--- src/rtl/flash_fetch_responder_pkg.sv ---
`default_nettype none
// ------------------------------------------------------------------
// flash_fetch_responder_pkg : shared FSM encoding and NOP constant
// Rev 1.0
// ------------------------------------------------------------------
package flash_fetch_responder_pkg;

  localparam logic [1:0] ST_IDLE = 2'd0;
  localparam logic [1:0] ST_REQ  = 2'd1;
  localparam logic [1:0] ST_FILL = 2'd2;

  // addi x0,x0,0
  localparam logic [31:0] NOP_INSTR_DEF = 32'h0000_0013;

endpackage
`default_nettype wire

--- src/rtl/flash_fetch_responder_if.sv ---
`default_nettype none
// ------------------------------------------------------------------
// flash_fetch_responder_if : fetch port plus byte-wide flash handshake
// Rev 1.0
// ------------------------------------------------------------------
interface flash_fetch_responder_if #(
  parameter int FLASH_AW = 12
);
  logic [31:0]         pc_f;
  logic [31:0]         instr_f;
  logic                stall_f;
  logic                flash_req;
  logic [FLASH_AW-1:0] flash_addr;
  logic [7:0]          flash_rdata;
  logic                flash_ack;

  modport slave (
    input  pc_f, flash_rdata, flash_ack,
    output instr_f, stall_f, flash_req, flash_addr
  );

  modport master (
    output pc_f, flash_rdata, flash_ack,
    input  instr_f, stall_f, flash_req, flash_addr
  );
endinterface
`default_nettype wire

--- src/rtl/flash_fetch_responder_word_buffer.sv ---
`default_nettype none
// ------------------------------------------------------------------
// fetch_word_buffer : single-entry tagged word buffer with hit compare
// Rev 1.0
// ------------------------------------------------------------------
module fetch_word_buffer
  import flash_fetch_responder_pkg::*;
#(
  parameter int TAG_W = 10
) (
  input  logic             clk,
  input  logic             rst,
  input  logic             fill_en,
  input  logic [TAG_W-1:0] fill_tag,
  input  logic [31:0]      fill_data,
  input  logic [TAG_W-1:0] lookup_tag,
  output logic             hit,
  output logic [31:0]      rdata
);

  logic             valid_q, valid_d;
  logic [TAG_W-1:0] tag_q,   tag_d;
  logic [31:0]      data_q,  data_d;

  always_comb begin
    valid_d = valid_q;
    tag_d   = tag_q;
    data_d  = data_q;
    if (fill_en) begin
      valid_d = 1'b1;
      tag_d   = fill_tag;
      data_d  = fill_data;
    end
  end

  always_ff @(posedge clk) begin
    if (rst) begin
      valid_q <= 1'b0;
      tag_q   <= '0;
      data_q  <= '0;
    end else begin
      valid_q <= valid_d;
      tag_q   <= tag_d;
      data_q  <= data_d;
    end
  end

  assign hit   = valid_q && (tag_q == lookup_tag);
  assign rdata = data_q;

endmodule
`default_nettype wire

--- src/rtl/flash_fetch_responder.sv ---
`default_nettype none
// ------------------------------------------------------------------
// flash_fetch_responder : serves fetch words from a byte-wide flash
// Rev 1.0
// ------------------------------------------------------------------
module flash_fetch_responder
  import flash_fetch_responder_pkg::*;
#(
  parameter int          FLASH_AW  = 12,
  parameter logic [31:0] NOP_INSTR = NOP_INSTR_DEF
) (
  input  logic                    clk,
  input  logic                    rst,
  flash_fetch_responder_if.slave  bus
);

  localparam int TAG_W = FLASH_AW - 2;

  logic [1:0]          state_q,      state_d;
  logic [TAG_W-1:0]    word_q,       word_d;
  logic [1:0]          byte_cnt_q,   byte_cnt_d;
  logic [31:0]         asm_q,        asm_d;
  logic                flash_req_q,  flash_req_d;
  logic [FLASH_AW-1:0] flash_addr_q, flash_addr_d;

  logic [TAG_W-1:0]    pc_word;
  logic                out_of_window;
  logic                hit;
  logic                miss;
  logic                redirect;
  logic                fill_en;
  logic [31:0]         buf_data;

  assign pc_word       = bus.pc_f[FLASH_AW-1:2];
  assign out_of_window = (bus.pc_f[31:FLASH_AW] != '0) || (bus.pc_f[1:0] != 2'b00);
  assign miss          = !out_of_window && !hit;
  // The in-flight byte always completes; only then is the new PC honoured.
  assign redirect      = out_of_window || (pc_word != word_q);

  fetch_word_buffer #(
    .TAG_W (TAG_W)
  ) u_buf (
    .clk        (clk),
    .rst        (rst),
    .fill_en    (fill_en),
    .fill_tag   (word_q),
    .fill_data  (asm_q),
    .lookup_tag (pc_word),
    .hit        (hit),
    .rdata      (buf_data)
  );

  always_comb begin
    state_d      = state_q;
    word_d       = word_q;
    byte_cnt_d   = byte_cnt_q;
    asm_d        = asm_q;
    flash_req_d  = flash_req_q;
    flash_addr_d = flash_addr_q;
    fill_en      = 1'b0;
    case (state_q)
      ST_IDLE: begin
        if (miss) begin
          word_d       = pc_word;
          byte_cnt_d   = 2'd0;
          flash_req_d  = 1'b1;
          flash_addr_d = {pc_word, 2'b00};
          state_d      = ST_REQ;
        end
      end
      ST_REQ: begin
        if (bus.flash_ack && flash_req_q) begin
          asm_d[{byte_cnt_q, 3'b000} +: 8] = bus.flash_rdata;
          byte_cnt_d = byte_cnt_q + 2'd1;
          if (redirect) begin
            flash_req_d = 1'b0;
            state_d     = ST_IDLE;
          end else if (byte_cnt_q == 2'd3) begin
            flash_req_d = 1'b0;
            state_d     = ST_FILL;
          end else begin
            flash_addr_d = {word_q, byte_cnt_q + 2'd1};
          end
        end
      end
      ST_FILL: begin
        fill_en = 1'b1;
        state_d = ST_IDLE;
      end
      default: state_d = ST_IDLE;
    endcase
  end

  always_ff @(posedge clk) begin
    if (rst) begin
      state_q      <= ST_IDLE;
      word_q       <= '0;
      byte_cnt_q   <= 2'd0;
      asm_q        <= '0;
      flash_req_q  <= 1'b0;
      flash_addr_q <= '0;
    end else begin
      state_q      <= state_d;
      word_q       <= word_d;
      byte_cnt_q   <= byte_cnt_d;
      asm_q        <= asm_d;
      flash_req_q  <= flash_req_d;
      flash_addr_q <= flash_addr_d;
    end
  end

  assign bus.flash_req  = flash_req_q;
  assign bus.flash_addr = flash_addr_q;
  assign bus.stall_f    = miss;
  assign bus.instr_f    = (hit && !out_of_window) ? buf_data : NOP_INSTR;

endmodule
`default_nettype wire

--- src/flat_wrapper.sv ---
// flat-port wrapper written by rule: the top's interface ports become plain ports
module flash_fetch_responder_flat import flash_fetch_responder_pkg::*;
#(
  parameter int          FLASH_AW  = 12,
  parameter logic [31:0] NOP_INSTR = NOP_INSTR_DEF
)
  (clk, rst, bus_pc_f, bus_flash_rdata, bus_flash_ack, bus_instr_f, bus_stall_f, bus_flash_req, bus_flash_addr);
  flash_fetch_responder_if #(.FLASH_AW(FLASH_AW)) bus_i ();
  input  logic clk;
  input  logic rst;
  input wire logic [$bits(bus_i.pc_f)-1:0] bus_pc_f;
  input wire logic [$bits(bus_i.flash_rdata)-1:0] bus_flash_rdata;
  input wire logic [$bits(bus_i.flash_ack)-1:0] bus_flash_ack;
  output wire logic [$bits(bus_i.instr_f)-1:0] bus_instr_f;
  output wire logic [$bits(bus_i.stall_f)-1:0] bus_stall_f;
  output wire logic [$bits(bus_i.flash_req)-1:0] bus_flash_req;
  output wire logic [$bits(bus_i.flash_addr)-1:0] bus_flash_addr;
  assign bus_i.pc_f = bus_pc_f;
  assign bus_i.flash_rdata = bus_flash_rdata;
  assign bus_i.flash_ack = bus_flash_ack;
  assign bus_instr_f = bus_i.instr_f;
  assign bus_stall_f = bus_i.stall_f;
  assign bus_flash_req = bus_i.flash_req;
  assign bus_flash_addr = bus_i.flash_addr;
  flash_fetch_responder #(.FLASH_AW(FLASH_AW), .NOP_INSTR(NOP_INSTR)) u_core (.clk(clk), .rst(rst), .bus(bus_i));
endmodule
--- config.mk ---
export PLATFORM = sky130hd
export DESIGN_NAME = flash_fetch_responder_flat
export DESIGN_NICKNAME = d
export VERILOG_FILES = /design/src/rtl/flash_fetch_responder_pkg.sv /design/src/rtl/flash_fetch_responder_if.sv /design/src/rtl/flash_fetch_responder_word_buffer.sv /design/src/rtl/flash_fetch_responder.sv /design/src/flat_wrapper.sv
export SDC_FILE = /design/constraint.sdc
export NUM_CORES = 1
export LEC_CHECK = 0
export BUFFER_PORTS_ARGS = -buffer_cell sky130_fd_sc_hd__clkbuf_2
export CAP_MARGIN = 10
export CORE_MARGIN = 5
export CORE_UTILIZATION = 40
export DETAILED_ROUTE_END_ITERATION = 12
export GPL_ROUTABILITY_DRIVEN = 0
export MAX_ROUTING_LAYER = met4
export SETUP_SLACK_MARGIN = 0.05
export SYNTH_ARGS = -nofsm -noshare
export SYNTH_HDL_FRONTEND = slang
export SYNTH_HIERARCHICAL = 1
export SYNTH_SLANG_ARGS = --single-unit
--- constraint.sdc ---
create_clock -name clk -period 2 [get_ports clk]
set_clock_uncertainty 0.05 [all_clocks]
set_input_delay 0 -clock clk [delete_from_list [all_inputs] [get_ports clk]]
set_output_delay 0 -clock clk [all_outputs]
set_load 0.05 [all_outputs]
# Word level (Yosys, flattened, before mapping)

Index checks and enable logic that the tools add are counted.
Widths: inputs -> output; s select.

Flip-flop bits (word level): 102
Word-level logic and storage cells: 62

Add/subtract/negate cells: 2
Equal/unequal tests: 10
Shifts and indexed selects: 2
Mux-type cells: 21
Reductions and logical operators: 18

Operators by type and width:

| operator               | count |
|---|---|
| $mux 12                | 4 |
| $bwmux 32              | 1 |
| $mux 32                | 1 |
| $shift 8x7->32 const A | 1 |
| $shiftx 8x7->32        | 1 |
| $pmux 12 s2            | 1 |
| $reduce_bool 20->1     | 1 |
| $mux 2                 | 6 |
| $eq 10x10->1           | 1 |
| $ne 10x10->1           | 1 |
| $pmux 2 s2             | 2 |
| $neg 5->7              | 1 |
| $ne 2x2->1 const B     | 3 |
| $reduce_and 3->1       | 2 |
| $mux 1                 | 5 |
| $reduce_and 5->1       | 1 |
| $eq 2x2->1 const B     | 2 |
| $logic_and 1x1->1      | 4 |
| $reduce_and 2->1       | 2 |
| $reduce_and 4->1       | 1 |
| $reduce_bool 2->1      | 2 |
| $ne 3x1->1 const B     | 1 |
| $add 2x1->2 const B    | 1 |
| $eq 2x1->1 const B     | 1 |
| other kinds (5)        | 7 |

# Logic depth before layout (Yosys ltp)

Word-level depth: 6
Depth in mapped cells: 10
Gate-level depth less buffers: 8

# Cells and area by module

The synthesis kept the hierarchy.

Modules (own cells, without submodules):

| module                | instances | cells each | area an instance (µm²) |
|---|---|---|---|
| flash_fetch_responder | 1         | 375        | 2992.9 |
| fetch_word_buffer     | 1         | 153        | 1669.1 |

# Least setup slack after synthesis

OpenSTA, ideal clock, no wires.

Kind: register -> register
Start point: register u_core.flash_req_q (netlist: u_core/bus.flash_req)
End point: register u_core.flash_addr_q[10] (netlist: u_core/bus.flash_addr[10])
Library setup time: 0.137 ns
Arrival: 1.855 ns
Slack: -0.042 ns
Stages on the path, launching flop included: 8
Buffers on the path: 2
Period minus slack after synthesis: 2.042 ns
Cells stage by stage: dfxtp_1 > nand2_1 > nor2_1 > clkbuf_1 > nand4_1 > clkbuf_1 > nor4_1 > a211oi_2

Cells in the longest elaborated chain, start to end: 3

RTL lines:

| what                              | RTL line                     | source |
|---|---|---|
| from (decl)                       | flash_fetch_responder.sv:23  | `logic flash_req_q, flash_req_d;` |
| from (signal assigned)            | flash_fetch_responder.sv:107 | `flash_req_q <= flash_req_d;` |
| $logic_and 1x1->1                 | flash_fetch_responder.sv:72  | `if (bus.flash_ack && flash_req_q) begin` |
| $ne 2x1->1 (no source line)       | n/a                          |  |
| $reduce_and 5->1 (no source line) | n/a                          |  |
| to (signal assigned)              | flash_fetch_responder.sv:108 | `flash_addr_q <= flash_addr_d;` |
| to (decl)                         | flash_fetch_responder.sv:24  | `logic [FLASH_AW-1:0] flash_addr_q, flash_addr_d;` |

Every way passes these cells.
A chain may end at the register's enable or synchronous reset.

# Worst setup path after layout

Start point: register u_core.u_buf.tag_q[4]
End point: output port bus_instr_f[31]

Cells in the longest elaborated chain, start to end: 4

RTL lines:

| what                   | RTL line                                | source |
|---|---|---|
| from (decl)            | flash_fetch_responder_word_buffer.sv:22 | `logic [TAG_W-1:0] tag_q, tag_d;` |
| from (signal assigned) | flash_fetch_responder_word_buffer.sv:43 | `tag_q <= tag_d;` |
| $eq 10x10->1           | flash_fetch_responder_word_buffer.sv:48 | `assign hit = valid_q && (tag_q == lookup_tag);` |
| $logic_and 1x1->1      | flash_fetch_responder_word_buffer.sv:48 |  |
| via u_core.hit         | flash_fetch_responder.sv:28             | `logic hit;` |
| $logic_and 1x1->1      | flash_fetch_responder.sv:115            | `assign bus.instr_f = (hit && !out_of_window) ? buf_data : NOP_INSTR;` |
| $mux 32                | flash_fetch_responder.sv:115            |  |
| to (decl)              | flat_wrapper.sv:14                      | `output wire logic [$bits(bus_i.instr_f)-1:0] bus_instr_f;` |

The timed path passes the listed nets, and every way through them passes these cells.

==> qor.yml <==
sta:
  rsz0062_at_grt: "yes"
  layout_setup_ws_ns: -0.0557
  setup_viol: 31
  fmax_mhz: 486
  worst_pin_slew_ns: 0.629
  slew_viol_final: 0
  fin_setup_tns_ns: -1.24
  holdWs_ns: 0.0333
  fin_crit_sh: 1.03
  hold_viol_final: 0
  period_needed_ns: 2.06
  relSlewSlack: 0.580
synthesis:
  synth_edf_count: 0
  ys_warn_count: 6
  synth-main-ff-cell: "dfxtp_1"
  synth_cells: 528
  ys_ff_latch: 102
  netlist_area_mm2: 0.00466
  synthDistinctLibCells: 41
  ys_seq_area_frac: 0.438
  async_flop_share: 0
  syn_nets: 577
  syn_area_per_cell_um2: 8.83
placed_design:
  hpwl_mm: 8.51
  placed_area_mm2: 0.00569
  io_buffers: 88
  post-place-ws_ns: -0.0853
  placedCellCount: 749
setup_path:
  crit_top_cell: "buf_12"
  cp.arrival_ns: 2.01
  critPathSlowestCell: "dfxtp_2"
  crit_type: "reg2out"
  crit_path_cell_trace: "xnor2_1 > nand4_1 > nor3_2 > buf_4 > inv_4 > nor2_4 > buf_12 > buf_8 > and2_4 > buf_12"
  critPathCaptureType: "output pin"
  critPathMaxFanout: 8
  required_ns: 1.95
  r2r_cells: 9
  start_kind: "flip-flop"
  cpPeakStageDelay_ns: 0.33
grt:
  grt_usage: 0.182
  grt_pass1_vias: 4079
  gr-total-overflow: 0
  grt_start_max_net_pins: 49
  antenna_found_initial: 0
  grt_pass1_wl_mm: 20.6
outcome:
  status: "finished, violations left"
  violations: "negative setup slack"
power_and_ir_drop:
  p_clk_frac: 0.458
  leakage_nw: 2.46
  ir_worst_vdd_mv: 0.460
  pwr-share-comb: 0.043
  p_int_mw: 3.12
  swShare: 0.233
  power.switching_mw: 0.949
  power_density_mw_per_mm2: 603
  total_power_mw: 4.06
  p_seq_frac: 0.499
die:
  start_util: 0.408
  die-height_um: 118
  design.core.area_mm2: 0.0114
  dieArea_mm2: 0.0139
  placementRows: 39
  ios: 89
  fp.dieW_um: 118
cells_and_area:
  nFillCells: 978
  drive_gt1_frac: 0.364
  syn2layout_area_growth_pct: 44.6
  design_area_mm2: 0.00674
  fin_nets: 695
  final_cells: 794
  n_antenna_cell: 0
  final_core_util: 0.590
clock_tree:
  cts.path.max_buffers: 2
  ctsRootBufferMaster: "clkbuf_16"
  clk_latency_ns: 0.35
  numClockSinks: 102
  cts_tree: "built"
  cts_made_buffers: 9
  path_clk_slew_ns: 0.08
  ctsHtreeMaxLevel: 3
drt:
  wl_per_cell_um: 16.4
  vias_per_cell: 5.32
  post-route-drc-count: 0
  drt_pass1_iterations: 4
  wirelength_mm: 13.1
  antenna_left: 0
  vias: 4223
  drt_iter0_drc: 342
worst_hold_path:
  whs_path_depth: 3
  min_path_type: "in2reg"
job:
  cap_viol_max_count: 0
==> cells in the mapped netlist (2+ instances only) <==
cell type / number / area [um2]
dfxtp_1: 102 / 2040
nand2_1: 61 / 229
nor2_1: 53 / 199
a21oi_1: 46 / 230
mux2i_1: 42 / 420
nand3_1: 33 / 165
and2_1: 32 / 200
clkbuf_1: 23 / 86.3
nor4_1: 19 / 119
inv_1: 15 / 56.3
nand3b_1: 10 / 75.1
xnor2_1: 10 / 87.6
xor2_1: 10 / 87.6
a211oi_2: 9 / 113
o311ai_0: 7 / 61.3
ha_1: 6 / 75.1
buf_12: 4 / 80.1
nor3_1: 4 / 20.0
or3_1: 4 / 25.0
and4_1: 3 / 26.3
buf_2: 3 / 15.0
nand4_1: 3 / 18.8
nor3b_1: 3 / 22.5
o311ai_1: 3 / 26.3
and2_0: 2 / 12.5
buf_1: 2 / 7.51
buf_4: 2 / 15.0
buf_6: 2 / 22.5
nor2b_1: 2 / 12.5
or4_4: 2 / 22.5
==> registers in the layout, indices dropped and copies added, names as in the netlist <==
register	flops
u_core/bus.flash_addr	12
u_core/word_q	10
u_core/bus.flash_req	1
u_core/u_buf/rdata	32
u_core/state_q	2
u_core/byte_cnt_q	2
u_core/u_buf/valid_q	1
u_core/u_buf/tag_q	10
u_core/asm_q	32
==> path summary, 6_finish.rpt <==
path,slack (ns),startpoint,end
worst max-delay path,-0.06,u_core/u_buf/tag_q[4]$_SDFFE_PP0P_,bus_instr_f[31]
worst min-delay path,0.03,rst,u_core/bus.flash_addr[0]$_SDFFE_PP0P_
worst max register to register,0.03,u_core/u_buf/tag_q[3]$_SDFFE_PP0P_,u_core/bus.flash_addr[1]$_SDFFE_PP0P_
worst min register to register,0.41,u_core/asm_q[13]$_SDFFE_PP0P_,u_core/asm_q[13]$_SDFFE_PP0P_
==> area by class of cell <==
type                    count  area, um2  area share
clock buffers               9        225      0.0334
clock inverters             7        101      0.0150
inverters                  15       58.8     0.00872
multi-input cells         375       2640       0.391
flip-flops and latches    102       2060       0.305
well taps                 143        179      0.0265
repair buffers            143       1480       0.220
==> repair_timing <==
item                       CTS  global route
hold buffers                18             0
setup buffers                3             3
resized for setup           69            65
gates cloned                 3             2
hold endpoints to repair    42             0
setup endpoints to repair   41            76
pin swaps                   32            23
==> layout by cell type, fill, tap and decap left out, types with 3 or more instances in the layout <==
master,instances
buf_6,6
a211oi_2,9
nand2_2,8
clkbuf_16,12
dfxtp_1,91
mux2i_1,42
a21oi_1,36
and2_4,30
clkbuf_2,56
o311ai_2,3
nor3b_1,3
buf_8,7
nand3_1,33
nand4_1,3
nor3_1,3
nor4_1,19
xnor2_1,8
buf_4,23
buf_12,30
nor2_1,50
dlygate4sd3_1,18
ha_1,6
or3_1,3
and2_1,3
xor2_1,10
nand2_1,47
dfxtp_2,11
nand3b_1,10
o311ai_1,5
inv_1,14
a21oi_2,10
nand2_4,6
==> metal layers <==
metal,up-vias,track usage,routed length (um)
li1,2057,-,-
met1,2043,0.236,5670
met2,110,0.296,6650
met3,13,0.0317,599
met4,0,0.0452,139
met5,-,-,0
==> power by group through the flow <==
stage / logic [mW] / registers, mW / clock network (mW)
6_report: 0.173 / 2.03 / 1.86
5_1_grt: 0.185 / 2.03 / 1.97
4_1_cts: 0.163 / 2.03 / 1.88
3_5_place_dp: 0.134 / 2.08 / 0
3_3_place_gp: 0.132 / 2.08 / 0
2_1_floorplan: 0.0551 / 2.08 / 0
==> worst max-delay path, delay by kind of cell (launching register included) <==
family	cells	cell delay, ns
buf+inv	5	0.59
simple gates	4	0.59
flops	1	0.33
xor+xnor	1	0.15
==> cell families (layout without fill, tap and decap cells) <==
kind of cell,count (synthesis),after routing,synth area share
xor gates and xnor gates,20,20,0.0376
buffers and inverters,51,174,0.0607
DFF,102,102,0.438
AOI/OAI and AO/OA,72,72,0.105
and+or+nand+nor,235,235,0.253
muxes,42,42,0.0902
adders and majority gates,6,6,0.0161
Note: power is estimated with default switching activity, not from simulation.
